**config.mk**
```make
export PLATFORM = sky130hd
export DESIGN_NAME = p405s_dvcevent
export DESIGN_NICKNAME = d
export VERILOG_FILES = /design/src/rtl/p405s_dvcevent_pkg.sv /design/src/rtl/p405s_dvcReduce.sv /design/src/rtl/p405s_dvcevent.sv
export SDC_FILE = /design/constraint.sdc
export NUM_CORES = 1
export LEC_CHECK = 0
export CORE_AREA = 2 2 39 41
export DETAILED_ROUTE_END_ITERATION = 10
export DIE_AREA = 0 0 41 43
export PLACE_DENSITY = 0.74
export SLEW_MARGIN = 20
export SYNTH_ARGS = -nofsm -noshare
export SYNTH_HDL_FRONTEND = slang
export SYNTH_HIERARCHICAL = 1
export SYNTH_SLANG_ARGS = --single-unit
```
**constraint.sdc**
```tcl
create_clock -name CB -period 1.6 [get_ports CB]
set_input_delay 0.24 -clock CB [delete_from_list [all_inputs] [get_ports CB]]
set_output_delay 0.24 -clock CB [all_outputs]
set_load 0.005 [all_outputs]
```
**src/rtl/p405s_dvcevent_pkg.sv**
```systemverilog
// Shared definitions for the data-value-compare event stage:
// DVC compare mode encodings and the fixed byte-lane count.
package p405s_dvcevent_pkg;

  localparam int DVC_BYTES = 4;

  typedef enum logic [1:0] {
    DVM_OFF  = 2'b00,
    DVM_ALL  = 2'b01,
    DVM_ANY  = 2'b10,
    DVM_HALF = 2'b11
  } dvcMode_t;

endpackage

```
**src/rtl/p405s_dvcReduce.sv**
```systemverilog
// Reduces one channel's per-byte DVC compare vector to a single match
// according to the programmed compare mode. Purely combinational.
module p405s_dvcReduce
  import p405s_dvcevent_pkg::*;
(
  input  logic [0:DVC_BYTES-1] byteCmp,
  input  logic [0:DVC_BYTES-1] byteEn,
  input  dvcMode_t             mode,
  output logic                 match
);

  logic [0:DVC_BYTES-1] byteOk;

  // A lane that does not take part in the access cannot veto a match.
  assign byteOk = byteCmp | ~byteEn;

  // NOTE: every always_comb output gets a default first so no path can infer a latch.
  always_comb begin
    match = 1'b0;
    unique case (mode)
      DVM_OFF:  match = 1'b0;
      DVM_ALL:  match = (&byteOk) & (|byteEn);
      DVM_ANY:  match = |byteCmp;
      DVM_HALF: match = (byteOk[0] & byteOk[1] & (byteEn[0] | byteEn[1])) |
                        (byteOk[2] & byteOk[3] & (byteEn[2] | byteEn[3]));
      default:  match = 1'b0;
    endcase
  end

endmodule

```
**src/rtl/p405s_dvcevent.sv**
```systemverilog
// DVC event stage: qualifies both compare channels in EXE, carries them through
// the EXE->WB register, and drives sticky DBSR status plus a one-shot debug request.
module p405s_dvcevent
  import p405s_dvcevent_pkg::*;
(
  input  logic             CB,
  input  logic             resetCore,
  input  logic [0:3]       EXE_dvc1ByteCmp,
  input  logic [0:3]       EXE_dvc2ByteCmp,
  input  logic [0:3]       PCL_dvcByteEnL2,
  input  logic             EXE_dac1Match,
  input  logic             EXE_dac2Match,
  input  logic             EXE_ldStValid,
  input  logic             PCL_exeHold,
  input  logic             PCL_wbFlush,
  input  logic [0:1]       DBCR_dv1m,
  input  logic [0:1]       DBCR_dv2m,
  input  logic             DBSR_clrDvc1,
  input  logic             DBSR_clrDvc2,
  output logic             WB_dvc1Event,
  output logic             WB_dvc2Event,
  output logic             DBSR_dvc1Sts,
  output logic             DBSR_dvc2Sts,
  output logic             DVC_debugReq
);

  logic dvc1Match, dvc2Match;
  logic exeHit1, exeHit2;
  logic wbEvent1, wbEvent2;
  logic sts1, sts2;
  logic debugReq;
  logic reported;
  logic wbLive1, wbLive2, wbAnyLive;

  p405s_dvcReduce u_reduce1 (
    .byteCmp (EXE_dvc1ByteCmp),
    .byteEn  (PCL_dvcByteEnL2),
    .mode    (dvcMode_t'(DBCR_dv1m)),
    .match   (dvc1Match)
  );

  p405s_dvcReduce u_reduce2 (
    .byteCmp (EXE_dvc2ByteCmp),
    .byteEn  (PCL_dvcByteEnL2),
    .mode    (dvcMode_t'(DBCR_dv2m)),
    .match   (dvc2Match)
  );

  assign exeHit1 = dvc1Match & EXE_dac1Match & EXE_ldStValid;
  assign exeHit2 = dvc2Match & EXE_dac2Match & EXE_ldStValid;

  // A WB event being flushed this cycle must not reach status or request.
  assign wbLive1   = wbEvent1 & ~PCL_wbFlush;
  assign wbLive2   = wbEvent2 & ~PCL_wbFlush;
  assign wbAnyLive = wbLive1 | wbLive2;

  // NOTE: sequential state uses non-blocking assignments so every register samples pre-edge values.
  always_ff @(posedge CB) begin
    if (resetCore) begin
      wbEvent1 <= 1'b0;
      wbEvent2 <= 1'b0;
    end else if (PCL_wbFlush) begin
      wbEvent1 <= 1'b0;
      wbEvent2 <= 1'b0;
    end else if (!PCL_exeHold) begin
      wbEvent1 <= exeHit1;
      wbEvent2 <= exeHit2;
    end
  end

  // Set has priority over the mtspr clear so a coincident event is never lost.
  always_ff @(posedge CB) begin
    if (resetCore) begin
      sts1 <= 1'b0;
      sts2 <= 1'b0;
    end else begin
      if (wbLive1)           sts1 <= 1'b1;
      else if (DBSR_clrDvc1) sts1 <= 1'b0;
      if (wbLive2)           sts2 <= 1'b1;
      else if (DBSR_clrDvc2) sts2 <= 1'b0;
    end
  end

  // The "reported" flag survives only while WB is held, so a held event
  // requests once while each freshly loaded event requests again.
  always_ff @(posedge CB) begin
    if (resetCore) begin
      debugReq <= 1'b0;
      reported <= 1'b0;
    end else begin
      debugReq <= wbAnyLive & ~reported;
      if (PCL_wbFlush || !PCL_exeHold) reported <= 1'b0;
      else                             reported <= reported | wbAnyLive;
    end
  end

  assign WB_dvc1Event = wbEvent1;
  assign WB_dvc2Event = wbEvent2;
  assign DBSR_dvc1Sts = sts1;
  assign DBSR_dvc2Sts = sts2;
  assign DVC_debugReq = debugReq;

endmodule

```
==> results of run 1 <==
==> power by group through the flow <==
stage,registers (mW),clock network [mW],logic [mW]
2_1_floorplan,0.155,0,0.0314
3_3_place_gp,0.155,0,0.110
3_5_place_dp,0.155,0,0.111
4_1_cts,0.152,0.143,0.111
5_1_grt,0.152,0.147,0.120
6_report,0.152,0.139,0.110
==> critical path, delay by kind of cell <==
kind | cells | cell delay [ns]
AND/OR/NAND/NOR | 2 | 0.63
buffers and inverters | 1 | 0.41
AO/OA/AOI/OAI | 3 | 0.29
==> cells in the final DEF, fill, tap and decap left out, types with 3 or more instances in the layout <==
cell type / Yosys / routed
o22ai_1: 4 / 4
nor2_1: 4 / 4
clkdlybuf4s50_1: 0 / 29
inv_1: 4 / 4
dfxtp_1: 6 / 6
nand2b_1: 8 / 8
clkbuf_4: 0 / 3
==> per-layer routing <==
| metal | wire (microns) | up-vias | GRT usage |
|---|---|---|---|
| li1 | - | 252 | - |
| met1 | 427 | 230 | 0.167 |
| met3 | 81 | 0 | 0.0628 |
| met4 | 0 | 0 | 0.0600 |
| met2 | 534 | 22 | 0.191 |
| met5 | 0 | - | 0 |
==> Yosys cell counts (4+ instances only) <==
cell      instances  share of area
o22ai_1           4          0.064
dfxtp_1           6           0.31
nand2b_1          8           0.13
inv_1             4          0.039
nor2_1            4          0.039
==> how the worst max path moves through the flow <==
stage | from | to | slack (ns) | cells past startpoint
after global routing | PCL_dvcByteEnL2[0] | WB_dvc1Event$_SDFFE_PP0N_ | 0.10 | 7
after global placement | EXE_dvc2ByteCmp[3] | WB_dvc2Event$_SDFFE_PP0N_ | -0.09 | 6
after detailed placement | EXE_dvc2ByteCmp[3] | WB_dvc2Event$_SDFFE_PP0N_ | -0.09 | 6
after floorplan | EXE_dvc2ByteCmp[3] | WB_dvc2Event$_SDFFE_PP0N_ | 0.40 | 5
after CTS | EXE_dvc2ByteCmp[3] | WB_dvc2Event$_SDFFE_PP0N_ | 0.16 | 6
final | EXE_dvc2ByteCmp[3] | WB_dvc2Event$_SDFFE_PP0N_ | 0.18 | 6
==> cell families after synthesis <==
logic type	share of synthesized area
buffers and inverters	0.0386
AOI/OAI and AO/OA	0.315
and+or+nand+nor	0.338
DFF	0.309
==> state kept, by name, summed over array words and instances, names as in the netlist <==
| register | count |
|---|---|
| WB_dvc1Event | 1 |
| DVC_debugReq | 1 |
| DBSR_dvc1Sts | 1 |
| WB_dvc2Event | 1 |
| DBSR_dvc2Sts | 1 |
| reported | 1 |
==> stage by stage <==
stage	hold WS, ns	cell area (sq um)	util	TNS [ns]
floorplan	0.309	389	-	0
global placement	0.411	707	0.511	-0.128
detailed placement	0.417	707	0.511	-0.164
CTS	0.423	729	0.527	0
global route	0.442	729	0.527	0
finish	0.424	729	0.527	0
==> layout make-up <==
type	count	area, sq um	share of cell area
repair buffers	30	298	0.408
multi-input cells	38	254	0.348
flip-flops and latches	6	120	0.165
clock buffers	3	22.5	0.0309
well taps	16	20.0	0.0274
inverters	4	15.0	0.0206
==> impl_metrics.env, run 1 <==
export IMPL_status="finished clean"
export IMPL_seq_area_frac_synth=0.309
export IMPL_wl_per_cell_microns=10.8
export IMPL_min_path_type="reg -> reg"
export IMPL_r2r_start="WB_dvc2Event$_SDFFE_PP0N_"
export IMPL_synth_edf_count=0
export IMPL_p_sw_frac=0.225
export IMPL_synthFlopType="dfxtp_1"
export IMPL_fill_cells=142
export IMPL_dieArea_sq_um=1760
export IMPL_timing_final_crit_share=0.889
export IMPL_avgSynthCellArea_sq_um=8.11
export IMPL_cp_required_ns=1.73
export IMPL_grt_pass1_vias=386
export IMPL_pwr_share_clk=0.346
export IMPL_drive_gt1_frac=0.0494
export IMPL_clkSlewWorstSetupHoldPaths_ns=0.04
export IMPL_root_buffer="clkbuf_4"
export IMPL_r2r_end="reported$_SDFF_PP0_"
export IMPL_totalWireLength_microns=1040
export IMPL_ff2ff_setup_slack_ns=0.80
export IMPL_hpwl_microns=899
export IMPL_die_w_microns=41
export IMPL_io_buffers=29
export IMPL_crit_path_cell_trace="clkdlybuf4s50_1 > or4_1 > o21ai_1 > o22ai_1 > nand4b_1 > a21boi_1"
export IMPL_worstPathArrival_ns=1.56
export IMPL_worst_setup_path_start_kind="primary input"
export IMPL_yosysUniqueCellTypes=17
export IMPL_antenna_found_initial=0
export IMPL_peakVddDrop_v=0.000300
export IMPL_grt_overflow=0
export IMPL_grt_max_degree=7
export IMPL_htree_levels=1
export IMPL_final_nets=108
export IMPL_worst_slew_pin_slew_ns=0.295
export IMPL_worstHoldStart="reported$_SDFF_PP0_"
export IMPL_fmax_mhz=703
export IMPL_slew_headroom=0.801
export IMPL_crit_type="in -> reg"
export IMPL_rows=14
export IMPL_cts_buffers=3
export IMPL_grt_total_usage=0.135
export IMPL_synth_seq_cells=6
export IMPL_cts_buffer_depth=2
export IMPL_drt_iter0_drc=13
export IMPL_setup_viol=0
export IMPL_cts_sinks=6
export IMPL_fin_skew_ns=0.00159
export IMPL_cp_end_kind="flop"
export IMPL_seqPwrFrac=0.380
export IMPL_ff2ff_path_depth=1
export IMPL_final_max_slew_violation_count=0
export IMPL_cts_hold_fix_buffers=0
export IMPL_gp_congestion=0.709
export IMPL_holdPathStages=1
export IMPL_ios=30
export IMPL_synthArstFlopShare=0
export IMPL_syn_nets=73
export IMPL_synthCells=48
export IMPL_post_cts_buffers=0
export IMPL_timing_final_ws_setup_ns=0.178
export IMPL_cp_max_fo=2
export IMPL_switching_power_uw=90.4
export IMPL_core_area_sq_um=1380
export IMPL_power_density_nw_per_um2=550
export IMPL_drc=0
export IMPL_hold_end="DVC_debugReq$_SDFF_PP0_"
export IMPL_diodes=0
export IMPL_tritoncts="yes"
export IMPL_clock_latency_ns=0.25
export IMPL_fin_cells=97
export IMPL_dr_total_vias=504
export IMPL_dp_cells=94
export IMPL_period_needed_ns=1.42
export IMPL_grt_pass1_wl_microns=1590
export IMPL_syn_to_final_growth_pct=87.5
export IMPL_start_util=0.281
export IMPL_hold_viol=0
export IMPL_preCtsSetupSlack_ns=-0.0899
export IMPL_power_uw=401
export IMPL_ant_nets=0
export IMPL_slowest_delay_ns=0.53
export IMPL_max_cap_violations=0
export IMPL_combPwrFrac=0.275
export IMPL_cts_resized=0
export IMPL_cp_slowest_cell="or4_1"
export IMPL_rsz0062_at_grt="false"
export IMPL_vias_per_cell=5.20
export IMPL_first_pass_iters=4
export IMPL_power_leakage_nw=0.288
export IMPL_ys_warn_count=6
export IMPL_die_h_microns=43
export IMPL_p_int_uw=311
export IMPL_syn_cell_area_sq_um=389
Note: power is estimated with default switching activity, not from simulation.
==> run 2, diff against run 1 <==
--- a/config.mk
+++ b/config.mk
@@ -5,6 +5,7 @@
 export SDC_FILE = /design/constraint.sdc
 export NUM_CORES = 1
 export LEC_CHECK = 0
+export CAP_MARGIN = 20
 export CORE_AREA = 2 2 39 41
 export DETAILED_ROUTE_END_ITERATION = 10
 export DIE_AREA = 0 0 41 43
==> results of run 2 <==
No change in the layout: final DEF, timing and power equal those of run 1.
